## src/rtl/core_pkg.sv

```systemverilog
// Shared types for the RV32I bus sequencer: FSM states, opcode values and op classes.
// Consumed by bus_sequencer and opcode_classifier via import core_pkg::*.
package core_pkg;

  typedef enum logic [2:0] {
    FETCH     = 3'd0,
    DECODE    = 3'd1,
    EXECUTE   = 3'd2,
    MEM       = 3'd3,
    WRITEBACK = 3'd4,
    HALT      = 3'd5,
    TRAP      = 3'd6
  } state_t;

  localparam logic [6:0] OPCODE_OP     = 7'b0110011;
  localparam logic [6:0] OPCODE_OP_IMM = 7'b0010011;
  localparam logic [6:0] OPCODE_LOAD   = 7'b0000011;
  localparam logic [6:0] OPCODE_STORE  = 7'b0100011;
  localparam logic [6:0] OPCODE_BRANCH = 7'b1100011;
  localparam logic [6:0] OPCODE_JAL    = 7'b1101111;
  localparam logic [6:0] OPCODE_JALR   = 7'b1100111;
  localparam logic [6:0] OPCODE_LUI    = 7'b0110111;
  localparam logic [6:0] OPCODE_AUIPC  = 7'b0010111;
  localparam logic [6:0] OPCODE_SYSTEM = 7'b1110011;

  typedef enum logic [3:0] {
    CLS_OP      = 4'd0,
    CLS_OP_IMM  = 4'd1,
    CLS_LOAD    = 4'd2,
    CLS_STORE   = 4'd3,
    CLS_BRANCH  = 4'd4,
    CLS_JAL     = 4'd5,
    CLS_JALR    = 4'd6,
    CLS_LUI     = 4'd7,
    CLS_AUIPC   = 4'd8,
    CLS_SYSTEM  = 4'd9,
    CLS_ILLEGAL = 4'd10
  } op_class_t;

  // ALU operand B takes the immediate for these classes.
  function automatic logic uses_imm(input op_class_t c);
    return (c == CLS_OP_IMM) || (c == CLS_LOAD) || (c == CLS_STORE) ||
           (c == CLS_JALR) || (c == CLS_AUIPC) || (c == CLS_JAL);
  endfunction

  // ALU operand A takes the PC for these classes.
  function automatic logic uses_pc(input op_class_t c);
    return (c == CLS_AUIPC) || (c == CLS_JAL) || (c == CLS_BRANCH);
  endfunction

endpackage

```

## src/rtl/bus_sequencer_opcode_classifier.sv

```systemverilog
// Combinational lookup from the 7-bit RV32I major opcode to its op class.
// Any encoding outside the supported set maps to CLS_ILLEGAL.
module opcode_classifier
  import core_pkg::*;
(
  input  logic [6:0] opcode,
  output logic [3:0] op_class
);

  always_comb begin
    op_class = CLS_ILLEGAL;
    case (opcode)
      OPCODE_OP:     op_class = CLS_OP;
      OPCODE_OP_IMM: op_class = CLS_OP_IMM;
      OPCODE_LOAD:   op_class = CLS_LOAD;
      OPCODE_STORE:  op_class = CLS_STORE;
      OPCODE_BRANCH: op_class = CLS_BRANCH;
      OPCODE_JAL:    op_class = CLS_JAL;
      OPCODE_JALR:   op_class = CLS_JALR;
      OPCODE_LUI:    op_class = CLS_LUI;
      OPCODE_AUIPC:  op_class = CLS_AUIPC;
      OPCODE_SYSTEM: op_class = CLS_SYSTEM;
      default:       op_class = CLS_ILLEGAL;
    endcase
  end

endmodule

```

## src/rtl/bus_sequencer.sv

```systemverilog
// Multi-cycle control FSM feeding the main data bus mux of the RV32I core.
// Optional memory-wait timeout to TRAP is compiled in with `define MEM_TIMEOUT_EN.
//
// state     | meaning
// FETCH     | idle when run=0, else read instruction at PC until mem_ready
// DECODE    | register op class; route to EXECUTE, HALT or TRAP
// EXECUTE   | drive ALU operand selects; branches resolve and retire here
// MEM       | load/store data access at ALU address until mem_ready
// WRITEBACK | write ALU/decoder value into rd, update PC, retire
// HALT      | SYSTEM opcode reached, wait for rst
// TRAP      | illegal opcode or memory timeout, wait for rst
module bus_sequencer
  import core_pkg::*;
#(
  parameter int TIMEOUT_CYCLES = 255,
  parameter int INSTRET_WIDTH  = 32
) (
  input  logic                     clk,
  input  logic                     rst,
  input  logic                     run,
  input  logic [6:0]               opcode,
  input  logic                     branch_taken,
  input  logic                     mem_ready,
  output logic                     sel_alu,
  output logic                     sel_register_bank,
  output logic                     sel_decoder,
  output logic                     sel_memory,
  output logic                     mem_req,
  output logic                     mem_we,
  output logic                     addr_sel_pc,
  output logic                     alu_a_pc,
  output logic                     alu_b_imm,
  output logic                     ir_load,
  output logic                     reg_write,
  output logic                     pc_inc,
  output logic                     pc_load,
  output logic                     halted,
  output logic                     trap,
  output logic [INSTRET_WIDTH-1:0] instret
);

  state_t    state;
  state_t    state_n;
  op_class_t cls_q;
  op_class_t cls_d;
  logic [3:0] cls_raw;
  logic      retire;
  logic      timeout;

  opcode_classifier u_classifier (
    .opcode   (opcode),
    .op_class (cls_raw)
  );

  assign cls_d = op_class_t'(cls_raw);

  always_ff @(posedge clk) begin
    if (rst) begin
      state   <= FETCH;
      cls_q   <= CLS_ILLEGAL;
      instret <= '0;
    end else begin
      state <= state_n;
      if (state == DECODE) begin
        cls_q <= cls_d;
      end
      if (retire) begin
        instret <= instret + 1'b1;
      end
    end
  end

`ifdef MEM_TIMEOUT_EN
  localparam int WAIT_W = $clog2(TIMEOUT_CYCLES + 1);

  logic [WAIT_W-1:0] wait_left;
  logic              waiting;

  // Derived from state rather than mem_req to keep the loop through the FSM comb block open.
  assign waiting = (((state == FETCH) && run) || (state == MEM)) && !mem_ready;
  assign timeout = waiting && (wait_left == WAIT_W'(1));

  always_ff @(posedge clk) begin
    if (rst) begin
      wait_left <= WAIT_W'(TIMEOUT_CYCLES);
    end else if (state_n != state) begin
      wait_left <= WAIT_W'(TIMEOUT_CYCLES);
    end else if (waiting && (wait_left != '0)) begin
      wait_left <= wait_left - 1'b1;
    end
  end
`else
  assign timeout = 1'b0;
`endif

  always_comb begin
    state_n           = state;
    retire            = 1'b0;
    sel_alu           = 1'b0;
    sel_register_bank = 1'b0;
    sel_decoder       = 1'b0;
    sel_memory        = 1'b0;
    mem_req           = 1'b0;
    mem_we            = 1'b0;
    addr_sel_pc       = 1'b0;
    alu_a_pc          = 1'b0;
    alu_b_imm         = 1'b0;
    ir_load           = 1'b0;
    reg_write         = 1'b0;
    pc_inc            = 1'b0;
    pc_load           = 1'b0;
    halted            = 1'b0;
    trap              = 1'b0;

    case (state)
      FETCH: begin
        if (run) begin
          mem_req     = 1'b1;
          addr_sel_pc = 1'b1;
          sel_memory  = 1'b1;
          if (mem_ready) begin
            ir_load = 1'b1;
            state_n = DECODE;
          end else if (timeout) begin
            state_n = TRAP;
          end
        end
      end

      DECODE: begin
        if (cls_d == CLS_ILLEGAL) begin
          state_n = TRAP;
        end else if (cls_d == CLS_SYSTEM) begin
          state_n = HALT;
        end else begin
          state_n = EXECUTE;
        end
      end

      EXECUTE: begin
        alu_b_imm = uses_imm(cls_q);
        alu_a_pc  = uses_pc(cls_q);
        if (cls_q == CLS_BRANCH) begin
          pc_load = branch_taken;
          pc_inc  = !branch_taken;
          retire  = 1'b1;
          state_n = FETCH;
        end else if ((cls_q == CLS_LOAD) || (cls_q == CLS_STORE)) begin
          state_n = MEM;
        end else begin
          state_n = WRITEBACK;
        end
      end

      MEM: begin
        mem_req = 1'b1;
        if (cls_q == CLS_STORE) begin
          mem_we            = 1'b1;
          sel_register_bank = 1'b1;
        end else begin
          sel_memory = 1'b1;
        end
        if (mem_ready) begin
          reg_write = (cls_q == CLS_LOAD);
          pc_inc    = 1'b1;
          retire    = 1'b1;
          state_n   = FETCH;
        end else if (timeout) begin
          state_n = TRAP;
        end
      end

      WRITEBACK: begin
        reg_write = 1'b1;
        retire    = 1'b1;
        state_n   = FETCH;
        case (cls_q)
          CLS_LUI: begin
            sel_decoder = 1'b1;
            pc_inc      = 1'b1;
          end
          CLS_JAL, CLS_JALR: begin
            sel_decoder = 1'b1;
            pc_load     = 1'b1;
          end
          default: begin
            sel_alu = 1'b1;
            pc_inc  = 1'b1;
          end
        endcase
      end

      HALT: halted = 1'b1;

      TRAP: trap = 1'b1;

      default: state_n = FETCH;
    endcase

    // A reset cycle aborts whatever is in flight: nothing is requested, written or retired.
    if (rst) begin
      state_n           = FETCH;
      retire            = 1'b0;
      sel_alu           = 1'b0;
      sel_register_bank = 1'b0;
      sel_decoder       = 1'b0;
      sel_memory        = 1'b0;
      mem_req           = 1'b0;
      mem_we            = 1'b0;
      addr_sel_pc       = 1'b0;
      alu_a_pc          = 1'b0;
      alu_b_imm         = 1'b0;
      ir_load           = 1'b0;
      reg_write         = 1'b0;
      pc_inc            = 1'b0;
      pc_load           = 1'b0;
      halted            = 1'b0;
      trap              = 1'b0;
    end
  end

endmodule

```

## config.mk

```make
export PLATFORM = sky130hd
export DESIGN_NAME = bus_sequencer
export DESIGN_NICKNAME = d
export VERILOG_FILES = /design/src/rtl/core_pkg.sv /design/src/rtl/bus_sequencer_opcode_classifier.sv /design/src/rtl/bus_sequencer.sv
export SDC_FILE = /design/constraint.sdc
export NUM_CORES = 1
export LEC_CHECK = 0
export CAP_MARGIN = 20
export CORE_UTILIZATION = 32
export CTS_CLUSTER_DIAMETER = 30
export CTS_CLUSTER_SIZE = 16
export DETAILED_ROUTE_END_ITERATION = 10
export PLACE_DENSITY = 0.59
export SLEW_MARGIN = 10
export SYNTH_ARGS = -nofsm -noshare
export SYNTH_HDL_FRONTEND = slang
export SYNTH_SLANG_ARGS = --single-unit
```

## constraint.sdc

```tcl
create_clock -name clk -period 4.6 [get_ports clk]
set_input_delay 0.46 -clock clk [delete_from_list [all_inputs] [get_ports clk]]
set_output_delay 0.46 -clock clk [all_outputs]
set_load 0.05 [all_outputs]
```

# Yosys cells after proc, flatten, opt, wreduce, memory -nomap -nowiden
# Cells that the tools add are included.
# totals
elab_cells,100
ram_bits,0
latchBits,0
rom_bits,0
out_inout_bits,47
memories,0
reg_bits,39
input_bits,12
# op_classes
n_mul,0
reduce_logical,14
eq_ne,29
div,0
n_shift,0
bitwise,1
order_cmp,0
mux,52
n_addsub,1
# op_table
cell,n
4-bit one-hot mux with 10 select lines,1
1-bit 2-to-1 mux,37
32-bit by 1-bit adder with 32-bit output (second input constant),1
7-bit == test (second input constant),4
7-bit by 6-bit == test with 1-bit output (second input constant),3
3-bit 2-to-1 mux,7
4-bit by 3-bit == test with 1-bit output (second input constant),4
3-bit one-hot mux with 5 select lines,1
7-bit by 5-bit == test with 1-bit output (second input constant),2
4-bit == test (second input constant),3
3-bit == test (second input constant),3
4-bit by 2-bit == test with 1-bit output (second input constant),2
1-bit logical OR,8
1-bit one-hot mux with 2 select lines,4
7-bit by 2-bit == test with 1-bit output (second input constant),1
3-bit by 2-bit == test with 1-bit output (second input constant),2
2-bit != test (second input constant),3
1-bit one-hot mux with 3 select lines,2
4-bit by 1-bit == test with 1-bit output (second input constant),1
4-bit AND reduction,1
2-bit OR reduction,2
3-bit by 1-bit == test with 1-bit output (second input constant),1
3-bit logical NOT,1
3-bit OR reduction,1
2 further kinds,2

# Longest topological paths before layout
# depth
depth_word,8
ltp_mapped,7
ltp_nobuf,6

# Modules after synthesis
# From an unflattened synthesis, not the netlist that was laid out.
# hier_totals
hier_cells,313
area_unflattened_um2,2521.2
# modules_own_cells
module,area_each_um2,instances,cells_per_inst,seq_area_each_um2
bus_sequencer,2326.0,1,287,780.7
opcode_classifier,195.2,1,26,0.0

# Worst setup path after synthesis
# Ideal clock, no wire load.
# synth_path
path_type,reg-to-output
start,reg cls_q[1]
end,out pc_load
arrival_ps,3308
path_stages_with_launch,5
slack_ps,832
required_ps,4140
path_buffers,1
cell_sequence,dfxtp_1 -> clkbuf_2 -> nor2_1 -> nand4_1 -> a2111oi_0
# synth_via
elab_chain_cells,5
elab_cells_between_ends,8
cone_classes,3 x eq/ne; 4 x mux; 1 x reduce/logical
# synth_lines
element,line_no,rtl
from (decl),bus_sequencer.sv:44,op_class_t cls_q;
from (signal assigned),bus_sequencer.sv:65,cls_q <= cls_d;
4-bit by 3-bit == test with 1-bit output,bus_sequencer.sv:177,case (cls_q)
2-bit OR reduction,-,
1-bit 2-to-1 mux,bus_sequencer.sv:177,
1-bit one-hot mux with 2 select lines (*),bus_sequencer.sv:115,case (state)
1-bit 2-to-1 mux (*),bus_sequencer.sv:201,if (rst) begin
to (decl),bus_sequencer.sv:36,"output logic pc_load,"
# Every way passes the cells marked *; elsewhere a longest branch is shown, timed or not.

# Final worst setup path
# layout_path
start,reg state[2]
end,out pc_inc
# layout_via
elab_chain_cells,3
elab_cells_between_ends,5
cone_classes,3 x eq/ne; 2 x mux
# layout_lines
element,line_no,rtl
from (decl),bus_sequencer.sv:42,state_t state;
from (signal assigned),bus_sequencer.sv:63,state <= state_n;
3-bit == test or 3-bit by 2-bit == test with 1-bit output (tied branches),bus_sequencer.sv:115,
1-bit one-hot mux with 3 select lines (*),bus_sequencer.sv:115,
1-bit 2-to-1 mux (*),bus_sequencer.sv:201,
to (decl),bus_sequencer.sv:35,"output logic pc_inc,"
# Marks and branches as above.

==> impl_results.md <==
- Top FF cell, synth: dfxtp_1
- Mean post-synth cell area: 7.96 um^2
- Clock network power share: 0.223
- Post-CTS setup repair buffer count: 0
- Unrepaired setup endpoints after global routing: no
- GP Congestion: ~0.78
- ANT cells: 0
- CP max FO: 14
- Seq pwr share: 0.438
- DIE WIDTH: between 80 and 90 um
- Most frequent cells in the layout: clkdlybuf4s50_1, nor2_1, dfxtp_1, xnor2_1, nand2_1
- Clk_lat worst skew: 0.28 ns
- Max-Cap Viols: 0
- Num CTS Buffers: 5
- Antenna-violating nets left: 0
- Design Power: 939 uW
- Setup Crit Path Kind: reg2out
- Buffers on Ports: 58
- Die Y-Extent: between 80 and 90 um
- Fmax: 0.331 GHz
- Vias in the first global route: 1,998
- Part of the Yosys area used for sequential elements: 0.336
- Global-route wire length before repair: ~9500 um
- Routed length per instance: between 10 and 15 um
- DIE AREA: 0.00761 mm^2
- Max Transition Viols Final: 0
- CP startpoint kind: flip-flop
- Cts repair resizes: 0
- H-tree depth: 2
- Relative slew slack: 0.641
- Clock root buffer: clkbuf_8
- Worst hold path class: reg2reg
- Final #Nets: around 350
- Cts hold-fix bufs: 0
- Clock sink total: 39
- Flop2flop setup slack: 2.34 ns
- Commonest non-fill, non-tap cell in the layout: clkdlybuf4s50_1
- Internal power: 578 uW
- Final TNS setup: 0 ns
- Fin crit share: 0.658
- Leak pwr: 0.940 nW
- Worst EP required: 4.14 ns
- CTS tree: done
- Num ports: 59
- Flops & latches, synth: 39
- GR Util All Layers: 0.154
- Congestion Overflow GR: 0
- Initial Util: 0.336
- TritonRoute pass-1 iters: 4
- Worst-margin pin slew: 0.537 ns
- Area Overhead vs Synth: 29.6%
- Asr flop ratio synth: 0
- Logic pwr share: 0.339
- Max VDD drop: 0.119 mV
- Synth unique cells: 48
- Period minus WS final: 3.03 ns
- Syn Std Cell Area: roughly 0.0023 mm^2
- CP endpoint kind: primary output
- Drt via density: 5.09
- Mapped Nets: 305
- Status: finished, final reports clean
- Synthesized netlist cell count: 292
- Clock-pin slew on the worst setup and hold paths: 0.07 ns
- Power per cell area: 312 mW/mm^2
- Post-Layout Cell Count: between 400 and 500
- Core footprint: slightly below 0.007 mm^2
- Switching portion of total power: 0.384
- DRT iter0 DRCs: 111
- Inst Count DP: 430
- Rows: 30
- Largest net degree at the start of global routing: 49
- Yosys Warn Count: 0
- Hold Vio Cnt, Final: 0
- Hpwl dp: 3910 um
- Clock Skew: 0.00372 ns
- Vias: 2,220
- Initial antenna violation count: 0
- Sw power: ~360 uW
- Critical Path AT: 2.57 ns
- Routed wire length: ~5600 um
- Layout cell share with drive strength beyond 1: 0.0324
- Max clock buf depth: 2
- Setup violations, final: 0
- EDFF count, synth: 0
- DRC errors left: 0
==> registers in the layout, indices dropped and copies added (netlist names) <==
name     flops
state        3
instret     32
cls_q        4
==> worst paths after layout <==
check | depth (start not counted) | startpoint | endpoint
worst min register to register | 1 | instret[31] | instret[31]
worst min-delay path | 1 | instret[31] | instret[31]
worst max register to register | 5 | state[1] | instret[17]
worst max-delay path | 5 | state[2] | pc_inc
==> stage by stage <==
step	hold slack [ns]	util	worst slack [ns]	area [um^2]
2_1_floorplan	0.495	-	0.832	2320
3_3_place_gp	0.454	0.426	1.59	2940
3_5_place_dp	0.465	0.426	1.59	2940
4_1_cts	0.476	0.436	1.58	3010
5_1_grt	0.500	0.436	1.38	3010
6_report	0.468	0.436	1.57	3010
==> synth_stat cells, drive strengths merged (3+ instances only) <==
cell type	instances	area, um^2
nor4b	4	53.8
xor2	4	35.0
nand2b	5	31.3
nand2	19	71.3
mux2i	3	30.0
nand3	10	50.1
inv	5	18.8
xnor2	26	228
nor3	17	85.1
nand4b	3	26.3
dfxtp	39	781
nor2	49	184
nand4	8	50.1
buf	5	46.3
a31oi	4	25.0
and2	6	37.5
a21oi	11	55.1
nor2b	3	18.8
and4	5	43.8
clkbuf	12	46.3
and3	4	25.0
nor4	8	50.1
o21ai	10	50.1
nor3b	6	45.0
==> critical path: stages (launching register included) <==
cell and delay (ns):
dfxtp_1 0.57, or3b_2 0.54, a21oi_1 0.14, a31oi_1 0.06, nor2_1 0.13, clkdlybuf4s50_1 0.85
==> power by group through the flow <==
stage          logic (mW)  clock network [mW]  registers, mW
4_1_cts             0.319               0.219          0.411
3_5_place_dp        0.319                   0          0.418
5_1_grt             0.348               0.235          0.419
2_1_floorplan       0.272                   0          0.394
3_3_place_gp        0.318                   0          0.418
6_report            0.318               0.210          0.411
==> kinds of logic after synthesis <==
| family | Yosys count | share of synthesized area |
|---|---|---|
| and+or+nand+nor | 158 | 0.371 |
| AOI/OAI and AO/OA | 39 | 0.114 |
| DFF | 39 | 0.336 |
| xor gates and xnor gates | 30 | 0.113 |
| buffers and inverters | 22 | 0.0479 |
| muxes | 3 | 0.0129 |
| adders and majority gates | 1 | 0.00538 |
==> area by class of cell <==
class	instances	area, um^2
fill	719	3890
multi-input combinational	231	1430
sequential	39	781
timing repair buffer	59	588
tap	96	120
clock buffer	6	72.6
inverter	5	18.8
==> metal layers <==
metal | track usage | wire [um] | vias to the layer above
li1 | - | - | 1138
met1 | 0.211 | 2820 | 1026
met2 | 0.251 | 2500 | 54
met3 | 0.0294 | 235 | 2
met4 | 0.0373 | 25 | 0
met5 | 0 | 0 | -
(Power assumes the default switching activity.)
